`src/rtl/div_unit_pkg.sv`:
```
// rtl/div_unit_pkg.sv - shared op encodings, FSM states and constants for div_unit
`timescale 1ns/1ps
package div_unit_pkg;

    localparam int XLEN_DEF = 32;

    localparam logic [31:0] INT_MIN = 32'h8000_0000;

    typedef enum logic [1:0] {
        DIV_OP_DIV  = 2'b00,
        DIV_OP_DIVU = 2'b01,
        DIV_OP_REM  = 2'b10,
        DIV_OP_REMU = 2'b11
    } div_op_e;

    typedef enum logic [1:0] {
        ST_IDLE = 2'b00,
        ST_CALC = 2'b01,
        ST_FIX  = 2'b10,
        ST_DONE = 2'b11
    } div_state_e;

endpackage

```
`src/rtl/div_unit_step.sv`:
```
// rtl/div_unit_step.sv - one combinational restoring-division iteration on magnitudes
`timescale 1ns/1ps
module div_step #(
    parameter int XLEN = 32
) (
    input  logic [XLEN:0]   rem_i,
    input  logic [XLEN-1:0] quo_i,
    input  logic [XLEN-1:0] divisor_i,
    output logic [XLEN:0]   rem_o,
    output logic [XLEN-1:0] quo_o
);

    logic [XLEN+1:0] rem_sh;
    logic [XLEN+1:0] diff;
    logic            borrow;

    assign rem_sh = {rem_i, quo_i[XLEN-1]};
    assign diff   = rem_sh - {2'b00, divisor_i};
    assign borrow = diff[XLEN+1];

    // On borrow the shifted remainder is restored; otherwise the difference is kept.
    assign rem_o = borrow ? rem_sh[XLEN:0] : diff[XLEN:0];
    assign quo_o = {quo_i[XLEN-2:0], ~borrow};

endmodule

```
`src/rtl/div_unit.sv`:
```
// rtl/div_unit.sv - multi-cycle radix-2 restoring divider (DIV/DIVU/REM/REMU)
// Optional quotient/remainder reuse entry enabled by DIV_QR_REUSE_EN.
`timescale 1ns/1ps
module div_unit
    import div_unit_pkg::*;
#(
    parameter int XLEN = XLEN_DEF
) (
    input  logic            clk,
    input  logic            rst_n,
    input  logic            start,
    input  logic            flush,
    input  logic [1:0]      op,
    input  logic [XLEN-1:0] a,
    input  logic [XLEN-1:0] b,
    output logic            busy,
    output logic            done,
    output logic [XLEN-1:0] result
);

    localparam int              CW      = $clog2(XLEN);
    localparam logic [XLEN-1:0] ONES    = '1;
    localparam logic [XLEN-1:0] MIN_NEG = {1'b1, {(XLEN-1){1'b0}}};

    div_state_e      state_q, state_d;
    logic [CW-1:0]   cnt_q;
    logic [XLEN:0]   rem_q;
    logic [XLEN-1:0] quo_q;
    logic [XLEN-1:0] dvs_q;
    logic [XLEN-1:0] result_q;
    logic [1:0]      op_q;
    logic            a_neg_q, b_neg_q;

    logic [XLEN:0]   rem_step;
    logic [XLEN-1:0] quo_step;
    logic            accept, div0, ovf, hit, special;
    logic            a_neg, b_neg;
    logic [XLEN-1:0] a_abs, b_abs;
    logic [XLEN-1:0] special_res, quo_fix, rem_fix;

`ifdef DIV_QR_REUSE_EN
    logic            qr_valid_q;
    logic            qr_sgn_q;
    logic [XLEN-1:0] qr_a_q, qr_b_q, qr_quo_q, qr_rem_q;
    logic [XLEN-1:0] a_q, b_q;

    assign hit = qr_valid_q && (a == qr_a_q) && (b == qr_b_q) && (op[0] == qr_sgn_q);
`else
    assign hit = 1'b0;
`endif

    assign accept  = start && !flush && (state_q == ST_IDLE || state_q == ST_DONE);
    assign div0    = (b == '0);
    assign ovf     = !op[0] && (a == MIN_NEG) && (b == ONES);
    assign special = div0 || ovf || hit;

    assign a_neg = !op[0] && a[XLEN-1];
    assign b_neg = !op[0] && b[XLEN-1];
    assign a_abs = a_neg ? -a : a;
    assign b_abs = b_neg ? -b : b;

    assign quo_fix = (a_neg_q ^ b_neg_q) ? -quo_q : quo_q;
    assign rem_fix = a_neg_q ? -rem_q[XLEN-1:0] : rem_q[XLEN-1:0];

    always_comb begin
        special_res = '0;
        if (div0)
            special_res = op[1] ? a : ONES;
        else if (ovf)
            special_res = op[1] ? '0 : MIN_NEG;
`ifdef DIV_QR_REUSE_EN
        else if (hit)
            special_res = op[1] ? qr_rem_q : qr_quo_q;
`endif
    end

    div_step #(.XLEN(XLEN)) u_step (
        .rem_i     (rem_q),
        .quo_i     (quo_q),
        .divisor_i (dvs_q),
        .rem_o     (rem_step),
        .quo_o     (quo_step)
    );

    always_ff @(posedge clk or negedge rst_n) begin
        if (!rst_n)
            state_q <= ST_IDLE;
        else
            state_q <= state_d;
    end

    always_comb begin
        state_d = state_q;
        if (flush) begin
            state_d = ST_IDLE;
        end else begin
            case (state_q)
                ST_IDLE, ST_DONE: begin
                    if (start)
                        state_d = special ? ST_DONE : ST_CALC;
                    else
                        state_d = ST_IDLE;
                end
                ST_CALC: if (cnt_q == '0) state_d = ST_FIX;
                ST_FIX:  state_d = ST_DONE;
                default: state_d = ST_IDLE;
            endcase
        end
    end

    always_comb begin
        busy = 1'b0;
        done = 1'b0;
        case (state_q)
            ST_CALC, ST_FIX: busy = 1'b1;
            ST_DONE:         done = 1'b1;
            default: ;
        endcase
    end

    always_ff @(posedge clk or negedge rst_n) begin
        if (!rst_n) begin
            cnt_q    <= '0;
            rem_q    <= '0;
            quo_q    <= '0;
            dvs_q    <= '0;
            result_q <= '0;
            op_q     <= '0;
            a_neg_q  <= 1'b0;
            b_neg_q  <= 1'b0;
`ifdef DIV_QR_REUSE_EN
            a_q        <= '0;
            b_q        <= '0;
            qr_valid_q <= 1'b0;
            qr_sgn_q   <= 1'b0;
            qr_a_q     <= '0;
            qr_b_q     <= '0;
            qr_quo_q   <= '0;
            qr_rem_q   <= '0;
`endif
        end else if (accept) begin
            op_q    <= op;
            a_neg_q <= a_neg;
            b_neg_q <= b_neg;
            quo_q   <= a_abs;
            dvs_q   <= b_abs;
            rem_q   <= '0;
            cnt_q   <= CW'(XLEN - 1);
`ifdef DIV_QR_REUSE_EN
            a_q <= a;
            b_q <= b;
`endif
            if (special)
                result_q <= special_res;
        end else if (!flush && state_q == ST_CALC) begin
            rem_q <= rem_step;
            quo_q <= quo_step;
            cnt_q <= cnt_q - CW'(1);
        end else if (!flush && state_q == ST_FIX) begin
            result_q <= op_q[1] ? rem_fix : quo_fix;
`ifdef DIV_QR_REUSE_EN
            // Keep both halves so a following DIV/REM pair on the same operands skips CALC.
            qr_valid_q <= 1'b1;
            qr_sgn_q   <= op_q[0];
            qr_a_q     <= a_q;
            qr_b_q     <= b_q;
            qr_quo_q   <= quo_fix;
            qr_rem_q   <= rem_fix;
`endif
        end
    end

    assign result = result_q;

endmodule

```
`config.mk`:
```
export PLATFORM = sky130hd
export DESIGN_NAME = div_unit
export DESIGN_NICKNAME = d
export VERILOG_FILES = /design/src/rtl/div_unit_pkg.sv /design/src/rtl/div_unit_step.sv /design/src/rtl/div_unit.sv
export SDC_FILE = /design/constraint.sdc
export NUM_CORES = 1
export LEC_CHECK = 0
export CAP_MARGIN = 10
export CORE_MARGIN = 1.5
export CORE_UTILIZATION = 61
export CTS_CLUSTER_SIZE = 12
export DETAILED_ROUTE_END_ITERATION = 10
export DONT_BUFFER_PORTS = 1
export PLACE_DENSITY = 0.77
export SKIP_CTS_REPAIR_TIMING = 1
export SYNTH_ARGS = -nofsm -noshare
export SYNTH_HDL_FRONTEND = slang
export SYNTH_SLANG_ARGS = --single-unit
```
`constraint.sdc`:
```
create_clock -name clk -period 4.01 [get_ports clk]
set_input_delay 1.203 -clock clk [delete_from_list [all_inputs] [get_ports clk]]
set_output_delay 1.203 -clock clk [all_outputs]
set_load 0.1 [all_outputs]
```
# Word level (Yosys, flattened, before mapping)
# Cells that the tools add are included.
# Widths: inputs -> output; s select.
# totals
memories	0
mem_bits_ro	0
out_inout_bits	34
word_cells	72
latchBits	0
regBits	140
input_bits	70
ram_bits	0
# op_classes
eq_ne	8
mul	0
shift	0
bitwise	2
muxes	27
n_addsub	6
n_lt_le_gt_ge	0
reduce_logical	20
div_mod_pow	0
# op_table
operator	count
$mux 32	15
$neg 32->32	4
$mux 33	3
$eq 32x32->1 const B	2
$sub 34x32->34	1
$logic_not 32->1	1
$mux 5	2
$logic_and 1x1->1	8
$mux 2	4
$pmux 2 s3	1
$logic_not 5->1	1
$sub 5x1->5 const B	1
$eq 2x2->1 const B	2
$reduce_bool 2->1	2
$reduce_or 2->1	2
$ne 3x3->1 const B	1
$reduce_and 3->1	1
$eq 2x1->1 const B	1
$logic_not 1->1	2
$logic_not 2->1	1
$logic_or 1x1->1	2
$mux 1	2
$ne 2x1->1 const B	1
$ne 2x2->1 const B	1
2 further kinds	2

# Longest topological paths before layout
# Gate-level depths: netlist of run 1.
# depth
ltp_word	8
mapped_depth	14
mapped_depth_nobuf	13

# Cells and area by module
# A second synthesis of run 1 with hierarchy kept.
# unflattened
cells_unflattened	1447
hier_area_um2	11394.7
# by_module_without_submodules
mod	seq_area_each_um2	area_each_um2	n_inst	cells_per_inst
div_unit	3478.3	8991.1	1	1088
div_step	0.0	2403.6	1	359

# Worst setup path before layout of run 1
# Ideal clock, no wire load.
# synth_path
kind	input-to-reg
start	input port b[2]
end	register result_q[5], in the netlist result[5]
setup_slack_ns	0.222
stages	12
required_ns	3.882
arrival_ns	3.659
setup_ns	0.128
path_buffers	4
cell_sequence	or4_1 -> buf_2 -> nor4_4 -> and4b_1 -> and3b_1 -> buf_4 -> o21bai_4 -> nand2_4 -> and2_4 -> buf_6 -> buf_6 -> mux2_1
# synth_via
elab_chain_cells	6
word_cells_on_any_way	10
classes_between	eq/ne (2); mux (4); reduce/logical (4)
# synth_rtl
element	line	source
start: declaration	div_unit.sv:15	input logic [XLEN-1:0] b,
$eq 32x32->1	div_unit.sv:54	assign ovf = !op[0] && (a == MIN_NEG) && (b == ONES);
$logic_and 1x1->1	div_unit.sv:54	
$mux 32	div_unit.sv:69	else if (ovf)
$mux 32	div_unit.sv:67	if (div0)
$mux 32	div_unit.sv:153	if (special)
$mux 32	div_unit.sv:141	end else if (accept) begin
end signal: assignment	div_unit.sv:154	result_q <= special_res;
end signal: assignment	div_unit.sv:160	result_q <= op_q[1] ? rem_fix : quo_fix;
end: declaration	div_unit.sv:30	logic [XLEN-1:0] result_q;
# Several ways; a longest one is shown, not always the timed one. The select of a mux whose other input is x is not followed.
# A chain may end at the register's enable or synchronous reset.

# Worst setup path after layout of run 1
# layout_path
start	register dvs_q[1]
end	register rem_q[1]
# layout_via
elab_chain_cells	4
# layout_rtl
element	line	source
start: declaration	div_unit.sv:29	logic [XLEN-1:0] dvs_q;
start signal: assignment	div_unit.sv:146	dvs_q <= b_abs;
$sub 34x32->34	div_unit_step.sv:18	assign diff = rem_sh - {2'b00, divisor_i};
$mux 33	div_unit_step.sv:22	assign rem_o = borrow ? rem_sh[XLEN:0] : diff[XLEN:0];
$mux 33	div_unit.sv:155	end else if (!flush && state_q == ST_CALC) begin
$mux 33	div_unit.sv:141	
end signal: assignment	div_unit.sv:156	rem_q <= rem_step;
end: declaration	div_unit.sv:27	logic [XLEN:0] rem_q;
# Every way passes these cells. The select of a mux whose other input is x is not followed.

==> out/qor.csv, run 1 <==
metric,value,unit
status,"finished, final reports clean",
final_cell_mix,"nand2_1, o21ai_0, dfrtp_1",
synthMuxAreaShare,2.795,%
fin_nets,1487,
grt_pass1_vias,9599,
cts-root-buf,clkbuf_16,
synth_top_family_by_area,compound AO/OA/AOI/OAI gates,
grt-ovfl-total,0,
grt_max_degree,192,
synthSimpleGateAreaFrac,19.51,%
vias,10310,
cts.sinks,139,
clock.fmax,280.6,MHz
drive_gt1_share,4.978,%
ir_drop,0.5495,mV
worst-setup-path-type,flip-flop to flip-flop,
setup_tns,0,ps
syn_area_per_cell,7.775,µm²
start_kind,flip-flop,
r2r-start,dvs_q[1],
syn_inst,1399,
synth_edf_count,0,
max-slew-margin-rel,34.10,%
yosysSeqAreaShare,31.98,%
hpwl,22.23,mm
layout_commonest_cell,nand2_1,
synth_area,10880,µm²
cts_buffer_depth,2,
synth.distinct_cells,66,
post-route-min-period,3563,ps
grt_pass1_wl,49.27,mm
async_reset_ff_share,100.0,%
finalWirelength,31.28,mm
synthAdderAreaFrac,5.016,%
cts_tree,done,
cts_buffers,17,
drc,0,
finalPower,12.16,mW
initialDrtViolationCount,940,
r2r_end,rem_q[1],
fin_worst_skew,9.910,ps
htree_levels,4,
grt_use_total,33.91,%
rsz0062_at_grt,no,
ios,104,
start_util,62.67,%
ys_seq_elements,139,
yosys_warnings,0,
ys.flop_type,dfrtp_1,
fill_cells,1450,
dp_slack,120.3,ps
setup_slack,446.8,ps
tightestPinTransition,988.4,ps
synth_compound_area_share,23.18,%
post_drt_wl_per_cell,19.41,µm
drv_slew,0,
clkLatencyLatePin,430,ps
final_cell_area,11760,µm²
antenna_found_initial,0,
setup_viol,0,
hold_viol_final,0,
place_area,11140,µm²
antennaDiodeCount,0,
viasPerCell,6.400,
ant_nets,0,
drt_pass1_iterations,6,
core-area,17360,µm²
clkTransAtPathRegs,60,ps
r2r_slack,450,ps
gp_congestion,0.9471,
power.leakage,5.135,nW
synthXorXnorAreaFrac,12.32,%
path_max_fanout,29,
dieArea,18640,µm²
finalCritPeriodShare,88.86,%
row_count,48,
die_y,136.5,µm
reg2regPathDepth,13,
synth_nets,1512,
worst_hold_path_type,primary input to async pin,
required,4280,ps
critPathArrivalTime,3840,ps
end_kind,flip-flop,
cellPowerDensity,1034,nW/µm²
die_w,136.5,µm
port_buffers,0,
timing.max_cap.violations,0,
area_growth,8.075,%
cell usage after synthesis (all sizes together) (23+ instances only):
cell | instances | area (µm²)
mux2i | 27 | 270.3
dfrtp | 139 | 3478
a21oi | 134 | 670.6
xor2 | 63 | 551.8
ha | 42 | 525.5
clkbuf | 61 | 229.0
inv | 69 | 259.0
o21ai | 147 | 735.7
nor2 | 124 | 465.5
nand2 | 184 | 698.2
a31oi | 44 | 275.3
nand3 | 23 | 115.1
xnor2 | 90 | 788.3
nor3 | 29 | 145.1
report_power, final:
group          internal (mW)  total [mW]  switching [mW]
registers               2.00        3.84            1.85
clock network           1.09        1.69           0.607
logic                   2.79        6.62            3.83
worst max-delay path by stage:
stage,start,to,slack [ps],depth (start not counted)
finish,dvs_q[1],rem_q[1],450,13
global route,quo_q[31],rem_q[32],140,13
CTS,quo_q[31],rem_q[32],440,13
detailed placement,b[2],result[24],120,10
global placement,b[2],result[24],210,10
floorplan,b[2],result[5],220,12
per-layer routing:
layer / global-route usage, % / vias up / wire (µm)
li1: - / 4883 / -
met1: 43.77 / 4824 / 13010
met2: 54.10 / 507 / 14280
met3: 6.037 / 96 / 2438
met4: 18.26 / 0 / 1552
met5: 0 / - / 0
cells by family (layout without fill, tap and decap cells):
group                      after synthesis  in the layout
AOI/OAI and AO/OA                      429            429
xor gates and xnor gates               153            153
muxes                                   30             30
DFF                                    139            139
adders and majority gates               43             43
buffers and inverters                  144            131
and+or+nand+nor                        461            461
area by class of cell:
cell class	count	area [µm²]	share of cell area (%)
Multi-Input combinational cell	1116	6859	58.35
Sequential cell	139	3478	29.59
Clock buffer	24	481.7	4.098
Tap cell	225	281.5	2.395
Inverter	69	259.0	2.203
Timing Repair Buffer	31	257.7	2.193
Clock inverter	7	137.6	1.171
registers in the layout (all words and copies together) (netlist names):
signal / flops
a_neg_q: 1
dvs_q: 32
b_neg_q: 1
cnt_q: 5
quo_q: 32
state_q: 2
op_q: 1
rem_q: 33
result: 32
through the flow:
stage / util (%) / hold WS (ps) / std cells
finish: 67.73 / 464.1 / 1611
global route: 67.73 / 453.8 / 1611
CTS: 67.73 / 460.0 / 1611
detailed placement: 64.16 / 472.0 / 1580
global placement: 64.16 / 460.9 / 1580
floorplan: - / 449.8 / 1399
worst max-delay path, cell delays in order, from the launching register on:
cell      delay (ps)
dfrtp_1          450
inv_1            120
ha_1             290
nor2b_1          180
o2111a_1         240
o21ai_0          120
a21boi_1         240
a31oi_1          140
buf_4            170
o21ai_1          450
xor2_4           410
buf_12           270
mux2i_1          230
a21oi_1           90
Note: power is estimated with default switching activity, not from simulation.
==> inputs of run 2 (changes only) <==
--- a/config.mk
+++ b/config.mk
@@ -13,6 +13,7 @@
 export DONT_BUFFER_PORTS = 1
 export PLACE_DENSITY = 0.77
 export SKIP_CTS_REPAIR_TIMING = 1
+export SLEW_MARGIN = 40
 export SYNTH_ARGS = -nofsm -noshare
 export SYNTH_HDL_FRONTEND = slang
 export SYNTH_SLANG_ARGS = --single-unit
==> out/qor.csv, run 2 (synthesis gave the netlist of run 1 again) <==
metric,value,unit,change
antenna_found_initial,0,,unchanged
layout_commonest_cell,nand2_1,,
cts.sinks,139,,unchanged
worst_hold_path_type,primary input to async pin,,
grt_max_degree,192,,unchanged
cellPowerDensity,1030,nW/µm²,-0.44%
reg2regPathDepth,12,,-1
clkLatencyLatePin,430,ps,about the same
hpwl,22.33,mm,+0.45%
drv_slew,0,,unchanged
timing.max_cap.violations,0,,unchanged
drc,0,,unchanged
initialDrtViolationCount,1174,,+25%
worstPathCellList,inv_1 -> ha_1 -> inv_1 -> fa_1 -> a21o_1 -> a221oi_1 -> nor3_1 -> o2111ai_1 -> a311oi_1 -> o21a_1 -> o311ai_0 -> a31oi_1,,
row_count,48,,unchanged
area_growth,8.720,%,
drt_pass1_iterations,5,,-1
cpMostUsedCell,inv_1,,
core-area,17360,µm²,unchanged
fin_worst_skew,11.81,ps,+1.900 ps
largest_register,rem_q,,
clkTransAtPathRegs,60,ps,about the same
setup_viol,0,,unchanged
grt_pass1_vias,9526,,-0.76%
vias,10340,,+0.31%
crit_path_max_incr_delay,540,ps,+90 ps
viasPerCell,6.408,,+0.12%
max-slew-margin-rel,46.66,%,+13 points
cts-root-buf,clkbuf_16,,
setup_tns,0,ps,unchanged
place_area,11200,µm²,+0.57%
r2r_slack,420,ps,-30 ps
fin_nets,1490,,+0.20%
antennaDiodeCount,0,,unchanged
die_y,136.5,µm,unchanged
ir_drop,0.6013,mV,+9.4%
hold_viol_final,0,,unchanged
critPathArrivalTime,3850,ps,about the same
gp_congestion,0.9471,,unchanged
start_util,62.67,%,unchanged
r2r-start,quo_q[31],,
power.leakage,5.099,nW,-0.69%
grt_pass1_wl,49.67,mm,+0.81%
final_cell_area,11830,µm²,+0.60%
grt-ovfl-total,0,,unchanged
largest_register_ff_count,33,,unchanged
cpMaxStageDelayCell,a221oi_1,,
port_buffers,0,,unchanged
final_util,68.13,%,+0.40 points
finalWirelength,31.19,mm,-0.27%
cp_num_buf_inv,2,,-1
clock.fmax,278.6,MHz,-0.73%
worst-setup-path-type,flip-flop to flip-flop,,
post-route-min-period,3589,ps,+26.19 ps
grt_use_total,34.13,%,+0.22 points
start_kind,flip-flop,,
required,4270,ps,about the same
final_cell_mix,"nand2_1, o21ai_0, a21oi_1",,
tightestPinTransition,800.1,ps,-188.3 ps
finalCritPeriodShare,89.51,%,+0.65 points
cts_buffers,17,,unchanged
drive_gt1_share,7.487,%,+2.5 points
path_max_fanout,3,,-90%
r2r_end,rem_q[24],,
rsz0062_at_grt,no,,
ios,104,,unchanged
ant_nets,0,,unchanged
status,"finished, final reports clean",,
end_kind,flip-flop,,
die_w,136.5,µm,unchanged
worst_path_dominant_cell_family,compound AO/OA/AOI/OAI gates,,
cts_buffer_depth,2,,unchanged
post_drt_wl_per_cell,19.32,µm,-0.46%
htree_levels,4,,unchanged
cts_tree,done,,
dieArea,18640,µm²,unchanged
-- run 2: how the worst max path moves through the flow --
stage / slack (ps) / cells after the start / endpoint / startpoint
after floorplan: 220 / 12 / result[5] / b[2]
after global placement: 210 / 10 / result[24] / b[2]
after detailed placement: 100 / 10 / result[24] / b[2]
after CTS: 430 / 13 / rem_q[32] / quo_q[31]
after global routing: 190 / 13 / rem_q[32] / quo_q[31]
final: 420 / 12 / rem_q[24] / quo_q[31]
-- run 2: report_power, final --
| group | internal, mW | leakage [nW] | switching (mW) |
|---|---|---|---|
| clock | 1.04 | 0.290 | 0.605 |
| sequential | 2.03 | 1.67 | 1.82 |
| combinational | 2.81 | 3.14 | 3.87 |
| total | 5.88 | 5.10 | 6.30 |
-- run 2: layer usage --
metal | up-vias | global-route usage (%) | part of all wire (%)
met4 | 0 | 15.31 | 4.0
met3 | 77 | 5.667 | 7.3
met2 | 461 | 53.99 | 47
li1 | 4899 | - | -
met5 | - | 0 | 0
met1 | 4905 | 45.93 | 42
-- run 2: worst register-to-register path, delay by kind of cell (launching register included) --
kind | cells | cell delay (ps)
compound gates | 7 | 2030
fa+ha+maj | 2 | 650
flops | 1 | 390
buf+inv | 2 | 210
simple gates | 1 | 150
-- run 2: cell type report --
class / count / area [µm²]
multi-input cells: 1116 / 6862
inverters: 69 / 259.0
clock inverters: 6 / 110.1
well taps: 225 / 281.5
fillers: 1450 / 5532
clock buffers: 25 / 495.5
flip-flops and latches: 139 / 3517
repair buffers: 34 / 300.3
-- run 2: per-stage QoR --
stage	instances	power [mW]	setup slack, ps	hold WS [ps]
floorplan	1399	8.706	222.3	449.8
global placement	1580	10.15	212.1	460.9
detailed placement	1583	10.35	102.1	471.5
CTS	1614	12.07	432.6	457.6
global route	1614	13.04	193.0	449.6
finish	1614	12.18	420.6	467.0
